<file path="src/rtl/mem_port_arbiter_pkg.sv">
// Shared types and constants for the fetch/data memory-port arbiter.
package mem_port_arbiter_pkg;

  localparam int ARB_ADDR_W = 32;
  localparam int ARB_DATA_W = 32;
  localparam int ARB_SEL_W  = ARB_DATA_W / 8;

  typedef enum logic [1:0] {
    ST_IDLE     = 2'd0,
    ST_BUSY_IF  = 2'd1,
    ST_BUSY_MEM = 2'd2,
    ST_RESP     = 2'd3
  } arb_state_t;

  typedef enum logic {
    GRANT_IF  = 1'b0,
    GRANT_MEM = 1'b1
  } grant_t;

  localparam logic CHIP_ENABLE   = 1'b1;
  localparam logic CHIP_DISABLE  = 1'b0;
  localparam logic WRITE_ENABLE  = 1'b1;
  localparam logic WRITE_DISABLE = 1'b0;

  // Data side wins a tie unless it had the previous grant, so contention alternates.
  function automatic grant_t pick_grant(logic if_req, logic mem_req, grant_t last_grant);
    if (mem_req && (!if_req || last_grant == GRANT_IF)) return GRANT_MEM;
    return GRANT_IF;
  endfunction

endpackage

</file>
<file path="src/rtl/mem_port_arbiter_if.sv">
// Requester-side and external-RAM-side signals of the memory-port arbiter.
interface mem_port_arbiter_if
  import mem_port_arbiter_pkg::*;
#(
  parameter int ADDR_W = ARB_ADDR_W,
  parameter int DATA_W = ARB_DATA_W,
  parameter int SEL_W  = ARB_SEL_W
);
  logic              if_req;
  logic [ADDR_W-1:0] if_addr;
  logic [DATA_W-1:0] if_rdata;
  logic              if_done;
  logic              mem_req;
  logic              mem_we;
  logic [ADDR_W-1:0] mem_addr;
  logic [DATA_W-1:0] mem_wdata;
  logic [SEL_W-1:0]  mem_sel;
  logic [DATA_W-1:0] mem_rdata;
  logic              mem_done;
  logic              ram_ce;
  logic              ram_we;
  logic [ADDR_W-1:0] ram_addr;
  logic [DATA_W-1:0] ram_wdata;
  logic [SEL_W-1:0]  ram_sel;
  logic [DATA_W-1:0] ram_rdata;
  logic              ram_ack;
  logic              stall_if;
  logic              stall_mem;

  modport slave (
    input  if_req, if_addr, mem_req, mem_we, mem_addr, mem_wdata, mem_sel,
           ram_rdata, ram_ack,
    output if_rdata, if_done, mem_rdata, mem_done,
           ram_ce, ram_we, ram_addr, ram_wdata, ram_sel, stall_if, stall_mem
  );

  modport master (
    output if_req, if_addr, mem_req, mem_we, mem_addr, mem_wdata, mem_sel,
           ram_rdata, ram_ack,
    input  if_rdata, if_done, mem_rdata, mem_done,
           ram_ce, ram_we, ram_addr, ram_wdata, ram_sel, stall_if, stall_mem
  );
endinterface

</file>
<file path="src/rtl/mem_port_arbiter.sv">
// Serialises instruction-fetch and data accesses onto one external memory port.
//   state       | meaning
//   ST_IDLE     | arbitrate between sampled fetch and data requests
//   ST_BUSY_IF  | fetch on the RAM port, waiting for ram_ack
//   ST_BUSY_MEM | load/store on the RAM port, waiting for ram_ack
//   ST_RESP     | one-cycle done pulse, requests ignored
module mem_port_arbiter
  import mem_port_arbiter_pkg::*;
#(
  parameter int ADDR_W = ARB_ADDR_W,
  parameter int DATA_W = ARB_DATA_W,
  parameter int SEL_W  = ARB_SEL_W
) (
  input  logic               clk,
  input  logic               rst,
  mem_port_arbiter_if.slave  bus
);

  arb_state_t        state_q, state_d;
  grant_t            last_grant_q;
  logic              grant_if, grant_mem;
  logic              ack_if, ack_mem;
  logic              ram_ce_q, ram_we_q;
  logic [ADDR_W-1:0] ram_addr_q;
  logic [DATA_W-1:0] ram_wdata_q;
  logic [SEL_W-1:0]  ram_sel_q;
  logic [DATA_W-1:0] if_rdata_q, mem_rdata_q;
  logic              if_done_q, mem_done_q;

  always_ff @(posedge clk or posedge rst) begin
    if (rst) state_q <= ST_IDLE;
    else     state_q <= state_d;
  end

  always_comb begin
    state_d   = state_q;
    grant_if  = 1'b0;
    grant_mem = 1'b0;
    case (state_q)
      ST_IDLE: begin
        if (bus.if_req || bus.mem_req) begin
          if (pick_grant(bus.if_req, bus.mem_req, last_grant_q) == GRANT_MEM) begin
            grant_mem = 1'b1;
            state_d   = ST_BUSY_MEM;
          end else begin
            grant_if = 1'b1;
            state_d  = ST_BUSY_IF;
          end
        end
      end
      ST_BUSY_IF, ST_BUSY_MEM: if (bus.ram_ack) state_d = ST_RESP;
      ST_RESP:  state_d = ST_IDLE;
      default:  state_d = ST_IDLE;
    endcase
  end

  assign ack_if  = (state_q == ST_BUSY_IF)  && bus.ram_ack;
  assign ack_mem = (state_q == ST_BUSY_MEM) && bus.ram_ack;

  always_ff @(posedge clk or posedge rst) begin
    if (rst) begin
      last_grant_q <= GRANT_IF;
      ram_ce_q     <= CHIP_DISABLE;
      ram_we_q     <= WRITE_DISABLE;
      ram_addr_q   <= '0;
      ram_wdata_q  <= '0;
      ram_sel_q    <= '0;
      if_rdata_q   <= '0;
      mem_rdata_q  <= '0;
      if_done_q    <= 1'b0;
      mem_done_q   <= 1'b0;
    end else begin
      if_done_q  <= ack_if;
      mem_done_q <= ack_mem;
      if (grant_mem) begin
        ram_ce_q     <= CHIP_ENABLE;
        ram_we_q     <= bus.mem_we;
        ram_addr_q   <= bus.mem_addr;
        ram_wdata_q  <= bus.mem_wdata;
        ram_sel_q    <= bus.mem_sel;
        last_grant_q <= GRANT_MEM;
      end else if (grant_if) begin
        ram_ce_q     <= CHIP_ENABLE;
        ram_we_q     <= WRITE_DISABLE;
        ram_addr_q   <= bus.if_addr;
        ram_wdata_q  <= '0;
        ram_sel_q    <= '1;
        last_grant_q <= GRANT_IF;
      end else if (ack_if || ack_mem) begin
        ram_ce_q <= CHIP_DISABLE;
        ram_we_q <= WRITE_DISABLE;
      end
      if (ack_if) if_rdata_q <= bus.ram_rdata;
      // Stores keep the previous load value visible on mem_rdata.
      if (ack_mem && !ram_we_q) mem_rdata_q <= bus.ram_rdata;
    end
  end

  assign bus.ram_ce    = ram_ce_q;
  assign bus.ram_we    = ram_we_q;
  assign bus.ram_addr  = ram_addr_q;
  assign bus.ram_wdata = ram_wdata_q;
  assign bus.ram_sel   = ram_sel_q;
  assign bus.if_rdata  = if_rdata_q;
  assign bus.mem_rdata = mem_rdata_q;
  assign bus.if_done   = if_done_q;
  assign bus.mem_done  = mem_done_q;
  assign bus.stall_if  = bus.if_req  & ~if_done_q;
  assign bus.stall_mem = bus.mem_req & ~mem_done_q;

endmodule

</file>
<file path="src/flat_wrapper.sv">
// flat-port wrapper written by rule: the top's interface ports become plain ports
module mem_port_arbiter_flat import mem_port_arbiter_pkg::*;
#(
  parameter int ADDR_W = ARB_ADDR_W,
  parameter int DATA_W = ARB_DATA_W,
  parameter int SEL_W  = ARB_SEL_W
)
  (clk, rst, bus_if_req, bus_if_addr, bus_mem_req, bus_mem_we, bus_mem_addr, bus_mem_wdata, bus_mem_sel, bus_ram_rdata, bus_ram_ack, bus_if_rdata, bus_if_done, bus_mem_rdata, bus_mem_done, bus_ram_ce, bus_ram_we, bus_ram_addr, bus_ram_wdata, bus_ram_sel, bus_stall_if, bus_stall_mem);
  mem_port_arbiter_if #(.ADDR_W(ADDR_W), .DATA_W(DATA_W), .SEL_W(SEL_W)) bus_i ();
  input  logic clk;
  input  logic rst;
  input wire logic [$bits(bus_i.if_req)-1:0] bus_if_req;
  input wire logic [$bits(bus_i.if_addr)-1:0] bus_if_addr;
  input wire logic [$bits(bus_i.mem_req)-1:0] bus_mem_req;
  input wire logic [$bits(bus_i.mem_we)-1:0] bus_mem_we;
  input wire logic [$bits(bus_i.mem_addr)-1:0] bus_mem_addr;
  input wire logic [$bits(bus_i.mem_wdata)-1:0] bus_mem_wdata;
  input wire logic [$bits(bus_i.mem_sel)-1:0] bus_mem_sel;
  input wire logic [$bits(bus_i.ram_rdata)-1:0] bus_ram_rdata;
  input wire logic [$bits(bus_i.ram_ack)-1:0] bus_ram_ack;
  output wire logic [$bits(bus_i.if_rdata)-1:0] bus_if_rdata;
  output wire logic [$bits(bus_i.if_done)-1:0] bus_if_done;
  output wire logic [$bits(bus_i.mem_rdata)-1:0] bus_mem_rdata;
  output wire logic [$bits(bus_i.mem_done)-1:0] bus_mem_done;
  output wire logic [$bits(bus_i.ram_ce)-1:0] bus_ram_ce;
  output wire logic [$bits(bus_i.ram_we)-1:0] bus_ram_we;
  output wire logic [$bits(bus_i.ram_addr)-1:0] bus_ram_addr;
  output wire logic [$bits(bus_i.ram_wdata)-1:0] bus_ram_wdata;
  output wire logic [$bits(bus_i.ram_sel)-1:0] bus_ram_sel;
  output wire logic [$bits(bus_i.stall_if)-1:0] bus_stall_if;
  output wire logic [$bits(bus_i.stall_mem)-1:0] bus_stall_mem;
  assign bus_i.if_req = bus_if_req;
  assign bus_i.if_addr = bus_if_addr;
  assign bus_i.mem_req = bus_mem_req;
  assign bus_i.mem_we = bus_mem_we;
  assign bus_i.mem_addr = bus_mem_addr;
  assign bus_i.mem_wdata = bus_mem_wdata;
  assign bus_i.mem_sel = bus_mem_sel;
  assign bus_i.ram_rdata = bus_ram_rdata;
  assign bus_i.ram_ack = bus_ram_ack;
  assign bus_if_rdata = bus_i.if_rdata;
  assign bus_if_done = bus_i.if_done;
  assign bus_mem_rdata = bus_i.mem_rdata;
  assign bus_mem_done = bus_i.mem_done;
  assign bus_ram_ce = bus_i.ram_ce;
  assign bus_ram_we = bus_i.ram_we;
  assign bus_ram_addr = bus_i.ram_addr;
  assign bus_ram_wdata = bus_i.ram_wdata;
  assign bus_ram_sel = bus_i.ram_sel;
  assign bus_stall_if = bus_i.stall_if;
  assign bus_stall_mem = bus_i.stall_mem;
  mem_port_arbiter #(.ADDR_W(ADDR_W), .DATA_W(DATA_W), .SEL_W(SEL_W)) u_core (.clk(clk), .rst(rst), .bus(bus_i));
endmodule
</file>
<file path="config.mk">
export PLATFORM = sky130hd
export DESIGN_NAME = mem_port_arbiter_flat
export DESIGN_NICKNAME = d
export VERILOG_FILES = /design/src/rtl/mem_port_arbiter_pkg.sv /design/src/rtl/mem_port_arbiter_if.sv /design/src/rtl/mem_port_arbiter.sv /design/src/flat_wrapper.sv
export SDC_FILE = /design/constraint.sdc
export NUM_CORES = 1
export LEC_CHECK = 0
export ABC_AREA = 1
export BUFFER_PORTS_ARGS = -buffer_cell sky130_fd_sc_hd__clkbuf_2
export CORE_MARGIN = 1
export CORE_UTILIZATION = 45
export DETAILED_ROUTE_END_ITERATION = 16
export GPL_ROUTABILITY_DRIVEN = 0
export PLACE_DENSITY = 0.77
export SLEW_MARGIN = 20
export SYNTH_ARGS = -nofsm -noshare
export SYNTH_HDL_FRONTEND = slang
export SYNTH_SLANG_ARGS = --single-unit
</file>
<file path="constraint.sdc">
create_clock -name clk -period 6.45 [get_ports clk]
set_input_delay 0.645 -clock clk [delete_from_list [all_inputs] [get_ports clk]]
set_output_delay 0.645 -clock clk [all_outputs]
set_load 0.01 [all_outputs]
</file>
-- After elaboration in Yosys (flattened, before gate mapping)
Cells that the tools add are included.
- bitwise logic cells: 5
- equal/unequal tests: 5
- muxes and demuxes: 30
- reduce and logical (&&, ||, !) cells: 14
- operators by type and width (cell ; number):
    two-way mux 32 bit ; 4
    two-way mux 1 bit ; 20
    two-way mux 4 bit ; 2
    two-way mux 2 bit ; 3
    one-hot mux 2 bit (3 select lines) ; 1
    equality test 2 bit, second input constant ; 2
    logical AND 1 bit ; 4
    logical OR 1 bit ; 3
    NOT 1 bit ; 3
    nonzero test 3 bit ; 1
    bitwise AND 1 bit ; 2
    equality test 2 x 1 -> 1 bit, second input constant ; 1
    logical NOT 1 bit ; 2
    logical NOT 2 bit ; 1
    != test 2 x 1 -> 1 bit, second input constant ; 1
    != test 2 bit, second input constant ; 1
    AND reduction 2 bit ; 1
    nonzero test 2 bit ; 1
    OR reduction 2 bit ; 1
- input bits: 138
- register bits: 139
- logic and storage cells: 65

-- Logic depth before layout (Yosys ltp)
Gate-level depths: netlist of run 1.
- depth after elaboration: 14
- gate-level depth with buffers: 8
- mapped depth without buffers: 7

-- Least setup slack after synthesis of run 1
OpenSTA, ideal clock, no wires.
- path kind: input port to output port
- start: input bus_mem_req
- end: output bus_stall_mem
- stages: 4
- data required time: 5805 ps
- path slack: 4552 ps
- arrival: 1253 ps
- path buffers: 2
- cell sequence: buf_6 > clkbuf_1 > inv_1 > nor2_1
- cells in the longest elaborated chain, start to end: 1
- ends and longest elaborated chain (what ; line ; RTL):
    start: declaration ; flat_wrapper.sv:14 ; input wire logic [$bits(bus_i.mem_req)-1:0] bus_mem_req;
    bitwise AND 1 bit ; mem_port_arbiter.sv:109 ; assign bus.stall_mem = bus.mem_req & ~mem_done_q;
    end: declaration ; flat_wrapper.sv:31 ; output wire logic [$bits(bus_i.stall_mem)-1:0] bus_stall_mem;
Every way passes these cells.

-- Worst setup path in the final report of run 1
- start: register u_core.state_q[0]
- end: register u_core.ram_sel_q[1] (netlist: u_core.bus.ram_sel[1])
- cells in the longest elaborated chain, start to end: 3
- elaborated cells between the ends (all ways): 5
- ends and longest elaborated chain (what ; line ; RTL):
    start: declaration ; mem_port_arbiter.sv:19 ; arb_state_t state_q, state_d;
    start signal: assignment ; mem_port_arbiter.sv:32 ; else state_q <= state_d;
    logical NOT 2 bit * ; mem_port_arbiter.sv:39 ; case (state_q)
    two-way mux 1 bit ; mem_port_arbiter.sv:39 ;
    two-way mux 4 bit or nonzero test 2 bit (tied branches) ; -- ;
    end signal: assignment ; mem_port_arbiter.sv:80 ; ram_sel_q <= bus.mem_sel;
    end: declaration ; mem_port_arbiter.sv:26 ; logic [SEL_W-1:0] ram_sel_q;
Mark *: on every way between the ends. The rest lies on a longest branch, timed or not.
A chain may end at the register's enable or synchronous reset.

==> results.toml, run 1 <==
[clock_network]
cts_buffers = 17
cts_hold_buf = 0
ctsResizeCount = 0
clock-sinks = 139
clock_latency_ns = 0.41
post_cts_buffers = 0
clkSlewWorstSetupHoldPaths_ns = 0.06
clk_path_buf_depth = 2
cts_tree = "done"
htree_levels = 4
root_buffer = "clkbuf_16"

[status]
outcome = "completed"

[yosys]
syn-instance-count = 721
synth_most_common_cell = "nand2_1"
ys_top_cells_by_count = "nand2_1, inv_1, dfrtp_1, o21ai_0, nand3_1"
synth_seq_cells = 139
ys_seq_area_share_pct = 56.5
avgSynthCellArea_sq_um = 8.54
yosysUniqueCellTypes = 23
synth-main-ff-cell = "dfrtp_1"
synth_top_area_cell = "dfrtp_1"
synth_edf_count = 0
synth.cell_area_sq_mm = 0.00616
async_reset_ff_share_pct = 100
synthTopCellsByArea = "dfrtp_1, nand2_1, inv_1"
synth_top_area_share_pct = 56.5
syn_nets = 862
yosys_warnings = 0

[power]
totalPowerFinal_mw = 4.11
vdd_drop_max_mv = 0.242
cellPowerDensity_mw_per_mm2 = 502
p_leak_nw = 4.92

[floorplanning]
dieWidth_um = 119
rows = 42
ios = 276
dieArea_sq_mm = 0.0142
start_util_pct = 46.3
die-height_um = 119
core_area_sq_mm = 0.0133

[drt]
num_vias = 5486
drt_iter0_drc = 375
ant_nets = 0
via_per_inst = 4.70
wl_um = 15800
post_drt_wl_per_cell_um = 13.6
firstDrtPassIters = 4
drc_errors = 0

[worst_setup_path]
cp.required_ns = 6.75
crit_fanout = 38
end_kind = "flop"
crit_path_start = "u_core.state_q[0]"
worstSetupStartpointType = "flop"
path_class = "reg2reg"
rr_startpoint = "u_core.state_q[0]"
cp_data_arrival_time_ns = 2.76

[timing]
max_freq_mhz = 407
period_share_pct = 38.1
hold_viol = 0
rsz0062_at_grt = "no"
drv_slew = 0
worst_pin_slew_ns = 0.809
fin_crit_ns = 2.46
slew_headroom_pct = 46.1
fin_tns_setup_ns = 0
finClkSkew_ns = 0.00370
setup_viol = 0

[final_layout]
fin_nets = 1119
diodes = 0
multi_input_area_sq_mm = 0.00187
seqCellArea_sq_mm = 0.00348
layout-drive-gt1-share_pct = 34.2
final_cell_count_no_fill = 1167
area_delta_synth_final_pct = 32.8
fillers = 1156

[grt]
use_met1_pct = 28.9
met2_usage_pct = 38.1
grt-ovfl-total = 0
busiest_layer = "met2"
track_usage_pct = 23.2
grtUsageMet3_pct = 6.23
grt_max_degree = 77
antenna_found_initial = 0
grt_pass1_wl_um = 25200
grt_pass1_vias = 5107

[placement]
dpl.cell_count = 1135
port_buffers = 275
dp_hpwl_um = 11300

[worst_hold_path]
worst_hold_path_type = "in2async"

[flow_run]
drv_cap = 0
-- logic make-up (layout without fill, tap and decap cells) --
kind of cell / count (synthesis) / count (layout) / synth area share (%)
AOI/OAI and AO/OA: 104 / 104 / 9.88
adders and majority gates: 3 / 3 / 0.610
buffers and inverters: 188 / 458 / 13.2
DFF: 139 / 139 / 56.5
and+or+nand+nor: 287 / 287 / 19.8
-- sequential cells by signal (all words and copies together) (netlist names) --
register / cells
u_core.bus.ram_wdata: 32
u_core.bus.if_rdata: 32
u_core.bus.mem_rdata: 32
u_core.bus.ram_we: 1
u_core.bus.if_done: 1
u_core.state_q: 2
u_core.bus.ram_addr: 32
u_core.bus.ram_ce: 1
u_core.last_grant_q: 1
u_core.bus.ram_sel: 4
u_core.bus.mem_done: 1
-- placed cells by master, fill, tap and decap left out, drive strengths merged --
cell and n:
or2 1, nand3 35, nand2 214, clkbuf 296, dfrtp 139, clkinv 4, ha 3, o22ai 1
nor2 5, o21ai 102, inv 146, nand4 32, bufinv 4, clkinvlp 3, a21oi 1, buf 5
-- per-layer routing --
metal | vias up | share of wire [%] | wire (um)
li1 | 2724 | - | -
met1 | 2503 | 41 | 6520
met2 | 234 | 49 | 7820
met3 | 25 | 7.6 | 1200
met4 | 0 | 1.9 | 304
met5 | - | 0 | 0
-- worst max-delay path: stages, from the launching register on --
cell     delay [ns]
dfrtp_1        0.40
inv_1          0.09
ha_1           0.15
buf_4          0.35
nand3_2        0.60
buf_4          0.50
o21ai_0        0.18
inv_1          0.07
-- power by group --
| group | switching [mW] | internal, mW | leakage (nW) |
|---|---|---|---|
| combinational | 0.959 | 0.583 | 2.87 |
| clock | 0.358 | 0.676 | 0.305 |
| sequential | 0.240 | 1.29 | 1.74 |
| total | 1.56 | 2.55 | 4.92 |
-- final cells by class --
cell class / count / area share, %
Clock buffer: 21 / 5.75
Clock inverter: 11 / 2.04
Tap cell: 176 / 2.69
Sequential cell: 139 / 42.5
Timing Repair Buffer: 280 / 17.3
Multi-Input combinational cell: 394 / 22.9
Inverter: 146 / 6.76
-- final timing paths --
check,end,slack (ns),depth (start not counted)
setup / recovery,u_core.bus.ram_sel[1],3.99,7
hold / removal,u_core.bus.if_rdata[7],0.34,2
setup reg to reg,u_core.bus.ram_sel[1],3.99,7
hold reg to reg,u_core.bus.ram_wdata[2],0.48,2
max in group asynchronous,u_core.bus.ram_addr[2],4.84,3
min in group clk,u_core.bus.ram_wdata[2],0.46,3
-- per-stage QoR --
step	setup WS, ns	hold slack, ns	instance area [sq um]	utilization, %
after detailed placement	3.63	0.465	7530	56.7
after global routing	3.78	0.376	8180	61.5
after floorplan	2.08	0.462	6160	-
after CTS	3.98	0.354	8170	61.5
final	3.99	0.335	8180	61.5
after global placement	3.69	0.463	7530	56.7
Note: power is estimated with default switching activity, not from simulation.
==> inputs of run 2 (changes only) <==
ABC_AREA = 0   (was 1)
CORE_UTILIZATION = 42   (was 45)
PLACE_DENSITY = 0.76   (was 0.77)
clock period = 2.1 ns   (was 6.45 ns; I/O delays follow)
==> run 2 against run 1 <==
Net effect: final cell count is 26% lower; critical path depth down 2; first-iteration DRC count shrank 48%; area after synthesis down 4.7%; fmax is 37% higher; highest routed layer unchanged.
==> results.toml, run 2 <==
[status]
outcome = "completed"

[final_layout]
diodes = 0
layout_common_cells = "clkbuf_2, dfrtp_1, a22o_1"
area_delta_synth_final_pct = 37.1
seqCellArea_sq_mm = 0.00348
multi_input_area_sq_mm = 0.00216
fillers = 1086
utilization_pct = 59.8
fin_nets = 818
final_cell_count_no_fill = 866
final_common_cell = "clkbuf_2"
layout-drive-gt1-share_pct = 56.5
final_area_sq_mm = 0.00804

[yosys]
avgSynthCellArea_sq_um = 14.5
synth-main-ff-cell = "dfrtp_1"
synthTopCellsByArea = "dfrtp_1, a22o_1, mux2_4"
async_reset_ff_share_pct = 100
synth_seq_cells = 139
yosys_warnings = 0
syn_nets = 545
synth_edf_count = 0
synth.cell_area_sq_mm = 0.00586
synth_top_area_cell = "dfrtp_1"
yosysUniqueCellTypes = 30
synth_top_area_share_pct = 59.3
syn-instance-count = 404
ys_seq_area_share_pct = 59.3
synth_most_common_cell = "dfrtp_1"
ys_top_cells_by_count = "dfrtp_1, a22o_1, mux2_2, o21bai_1, o2bb2ai_1"

[timing]
finClkSkew_ns = 0.0111
slew_headroom_pct = 43.7
drv_slew = 0
hold_ws_ns = 0.0299
fin_crit_ns = 1.79
max_freq_mhz = 557
layout_setup_ws_ns = 0.306
period_share_pct = 85.4
hold_viol = 0
rsz0062_at_grt = "no"
fin_tns_setup_ns = 0
setup_viol = 0
worst_pin_slew_ns = 0.841

[worst_setup_path]
reg2reg_to = "u_core.bus.ram_addr[9]"
crit_fanout = 36
cp_data_arrival_time_ns = 2.09
path_class = "reg2reg"
crit_chain = "inv_1 -> ha_1 -> o21ai_4 -> buf_12 -> a22o_1"
worstRegToRegCells = 5
slowest_delay_ns = 0.39
r2r_slack_ns = 0.31
end_kind = "flop"
crit_path_start = "u_core.state_q[0]"
rr_startpoint = "u_core.state_q[0]"
cp.required_ns = 2.40
critPathCapture = "u_core.bus.ram_addr[9]"
worstSetupStartpointType = "flop"
cpMaxStageDelayCell = "dfrtp_1"

[placement]
dpl.cell_count = 832
dp_slack_ns = 0.305
dpl_cell_area_sq_mm = 0.00743
port_buffers = 275
dp_hpwl_um = 10800

[clock_network]
clkSlewWorstSetupHoldPaths_ns = 0.06
clock-sinks = 139
cts_buffers = 17
htree_levels = 4
root_buffer = "clkbuf_16"
ctsResizeCount = 0
clock_latency_ns = 0.42
clk_path_buf_depth = 2
cts_tree = "done"

[drt]
met1Wirelength_um = 6140
met2WireLength_um = 7690
drc_errors = 0
drt_iter0_drc = 195
wl_met3_um = 787
firstDrtPassIters = 5
via_per_inst = 5.14
wl_um = 15000
num_vias = 4449
ant_nets = 0
highest_layer = "met4"
post_drt_wl_per_cell_um = 17.3

[floorplanning]
rows = 42
core_area_sq_mm = 0.0135
dieWidth_um = 120
ios = 276
dieArea_sq_mm = 0.0144
die-height_um = 120
start_util_pct = 43.6

[flow_run]
drv_cap = 0

[worst_hold_path]
min-delay-start = "bus_mem_we"
worst_hold_path_type = "in2reg"

[power]
cellPowerDensity_mw_per_mm2 = 1590
clkPwrFrac_pct = 23.1
power.share.sequential_pct = 36.5
totalPowerFinal_mw = 12.8
power_switching_mw = 4.44
swShare_pct = 34.7
internal_power_mw = 8.37
p_leak_nw = 4.18
vdd_drop_max_mv = 0.588
combPwrFrac_pct = 40.4

[grt]
grt_max_degree = 85
track_usage_pct = 21.6
grt_pass1_wl_um = 23900
grt_pass1_vias = 4611
antenna_found_initial = 0
grt-ovfl-total = 0
## run 2: cell types whose count changed after synthesis, sizes merged, moves of 35 or more
cell	before	now
mux2	0	65
nand3	35	0
inv	146	5
a22o	0	64
nand2	214	7
o21ai	102	2
## run 2: kinds of logic after synthesis
family                   after synthesis  synth area share, %
AO/OA/AOI/OAI                        139                 19.9
AND/OR/NAND/NOR                       16                 1.49
buffers and inverters                 41                 4.12
flip-flops                           139                 59.3
adder cells (fa/ha/maj)                3                0.640
multiplexers                          66                 14.6
## run 2: how the worst min path moves through the flow
stage	to	slack (ns)	depth (start not counted)
floorplan	u_core.bus.ram_we	0.34	1
global placement	u_core.bus.ram_addr[18]	0.35	3
detailed placement	u_core.bus.ram_addr[15]	0.35	3
CTS	u_core.bus.ram_wdata[23]	0.006	2
global route	u_core.bus.ram_wdata[25]	0.01	2
finish	u_core.bus.ram_we	0.03	2
## run 2: layout make-up
type                    count  share of cell area [%]
repair buffers            290                    19.5
flip-flops and latches    139                    43.3
clock buffers              18                    5.34
well taps                 176                    2.74
multi-input cells         224                    26.9
inverters                   5                   0.280
clock inverters            14                    1.98
## run 2: layer usage
| metal | up-vias | track usage, % |
|---|---|---|
| met4 | 0 | 10.4 |
| li1 | 2063 | - |
| met2 | 191 | 37.1 |
| met1 | 2171 | 25.8 |
| met3 | 24 | 4.42 |
| met5 | - | 0 |
## run 2: power groups by stage
stage               Clock, mW  Sequential, mW  Combinational [mW]
floorplan                   0            5.17                2.69
global placement            0            4.64                5.05
detailed placement          0            4.68                5.22
CTS                      3.03            4.67                5.24
global route             3.17            4.81                5.59
finish                   2.96            4.68                5.17
## run 2: timing repair
action                    in CTS  in global routing
hold buffers                   2                  0
hold endpoints to repair     140                  0
buffers inserted               0                  0
## run 2: worst max-delay path, delay by kind of cell (launching register included)
| kind | cells | cell delay (ns) |
|---|---|---|
| buf+inv | 2 | 0.37 |
| flops | 1 | 0.39 |
| compound gates | 2 | 0.55 |
| fa+ha+maj | 1 | 0.35 |
==> inputs of run 3 (changes only) <==
CORE_MARGIN = 4   (was 1)
CORE_UTILIZATION = 43   (was 42)
CTS_BUF_LIST = sky130_fd_sc_hd__clkbuf_8   (was unset)
PLACE_DENSITY = 0.78   (was 0.76)
==> run 3 against run 2 <==
Net effect: utilization grew 3.7 points; fmax is 0.14% lower; highest routed layer unchanged; via count increased by 6.6%; largest power group unchanged.
==> results.toml, run 3 (synthesized netlist as in run 2, its figures left out) <==
[status]
outcome = "completed"

[timing]
finClkSkew_ns = 0.0112
drv_slew = 0
fin_crit_ns = 1.80
hold_ws_ns = 0.0337
fin_tns_setup_ns = 0
setup_viol = 0
rsz0062_at_grt = "no"
worst_pin_slew_ns = 0.760
hold_viol = 0
max_freq_mhz = 556
layout_setup_ws_ns = 0.303
slew_headroom_pct = 49.2
period_share_pct = 85.6

[drt]
drc_errors = 0
num_vias = 4741
wl_um = 16700
post_drt_wl_per_cell_um = 18.0
drt_iter0_drc = 245
firstDrtPassIters = 4
ant_nets = 0
via_per_inst = 5.14

[worst_setup_path]
end_kind = "flop"
cp_data_arrival_time_ns = 2.10
reg2reg_to = "u_core.bus.ram_addr[20]"
cpMaxStageDelayCell = "dfrtp_1"
r2r_slack_ns = 0.30
worstRegToRegCells = 5
crit_fanout = 40
path_class = "reg2reg"
crit_chain = "inv_1 -> ha_1 -> o21ai_4 -> buf_12 -> a22o_1"
path_buf_inv = 2
cp.required_ns = 2.41
slowest_delay_ns = 0.39
path_delay_family = "compound AO/OA/AOI/OAI gates"
rr_startpoint = "u_core.state_q[0]"
worstSetupStartpointType = "flop"

[power]
p_leak_nw = 4.33
vdd_drop_max_mv = 0.636
totalPowerFinal_mw = 12.2
cellPowerDensity_mw_per_mm2 = 1450

[clock_network]
post_cts_buffers = 0
cts_tree = "done"
clock-sinks = 139
htree_levels = 4
cts_hold_buf = 58
cts_buffers = 17
clk_path_buf_depth = 2
clkSlewWorstSetupHoldPaths_ns = 0.07
root_buffer = "clkbuf_8"
ctsResizeCount = 0
clock_latency_ns = 0.44

[final_layout]
fillers = 995
final_cell_count_no_fill = 923
utilization_pct = 63.5
fin_nets = 875
seqCellArea_sq_mm = 0.00348
layout_common_cells = "clkbuf_2, dfrtp_1, a22o_1"
final_area_sq_mm = 0.00844
multi_input_area_sq_mm = 0.00216
layout-drive-gt1-share_pct = 51.9
area_delta_synth_final_pct = 43.9
final_common_cell = "clkbuf_2"
diodes = 0

[placement]
dpl.cell_count = 831
dp_hpwl_um = 11400
dpl_cell_area_sq_mm = 0.00742
port_buffers = 275
dp_slack_ns = 0.320

[worst_hold_path]
whs_endpoint = "u_core.bus.ram_wdata[8]"
min-delay-start = "bus_mem_wdata[8]"
worst_hold_path_type = "in2reg"
hold_path_depth = 2

[floorplanning]
dieArea_sq_mm = 0.0156
ios = 276
core_area_sq_mm = 0.0133
rows = 42
die-height_um = 125
start_util_pct = 44.1
dieWidth_um = 125

[grt]
grt-ovfl-total = 0
grt_max_degree = 55
grt_pass1_wl_um = 26400
grt_pass1_vias = 5127
track_usage_pct = 21.0
antenna_found_initial = 0

[flow_run]
drv_cap = 0
run 3: changes by cell type in the layout (fill, tap and decap cells not counted):
cell           previous run  this run
buf_4                     7         6
clkbuf_1                  1         0
clkbuf_16                17         0
clkbuf_8                  0        22
clkinv_2                  3         1
clkinv_4                  3         0
clkinvlp_4                1         4
dlygate4sd3_1             2        60
inv_1                     4         6
inv_6                     4         2
inv_8                     2         0
run 3: worst max-delay path by stage:
stage	startpoint	endpoint	slack [ns]	depth (start not counted)
after floorplan	rst	u_core.bus.if_done	0.15	1
after global placement	u_core.state_q[0]	u_core.bus.ram_addr[19]	0.43	5
after detailed placement	u_core.state_q[0]	u_core.bus.ram_addr[11]	0.32	5
after CTS	u_core.state_q[0]	u_core.bus.ram_addr[20]	0.31	5
after global routing	u_core.state_q[0]	u_core.bus.ram_addr[30]	0.25	5
final	u_core.state_q[0]	u_core.bus.ram_addr[20]	0.30	5
run 3: where the power goes:
| group | switching [mW] | leakage [nW] | internal, mW |
|---|---|---|---|
| sequential | 0.768 | 1.70 | 3.94 |
| combinational | 2.59 | 2.42 | 2.71 |
| clock | 0.996 | 0.211 | 1.21 |
run 3: cell type report:
class	instances	area share [%]
clock inverters	10	1.33
clock buffers	22	3.59
well taps	176	2.61
flip-flops and latches	139	41.2
inverters	5	0.267
repair buffers	347	25.4
multi-input cells	224	25.6
run 3: worst register-to-register path, cell delays in order (launching register included):
cell,delay (ns)
dfrtp_1,0.39
inv_1,0.11
ha_1,0.36
o21ai_4,0.29
buf_12,0.26
a22o_1,0.28
run 3: layer usage:
| layer | routed length [um] | track usage, % |
|---|---|---|
| met1 | 6570 | 24.1 |
| met2 | 8630 | 36.6 |
| met3 | 905 | 5.36 |
| met4 | 549 | 9.80 |
| met5 | 0 | 0 |
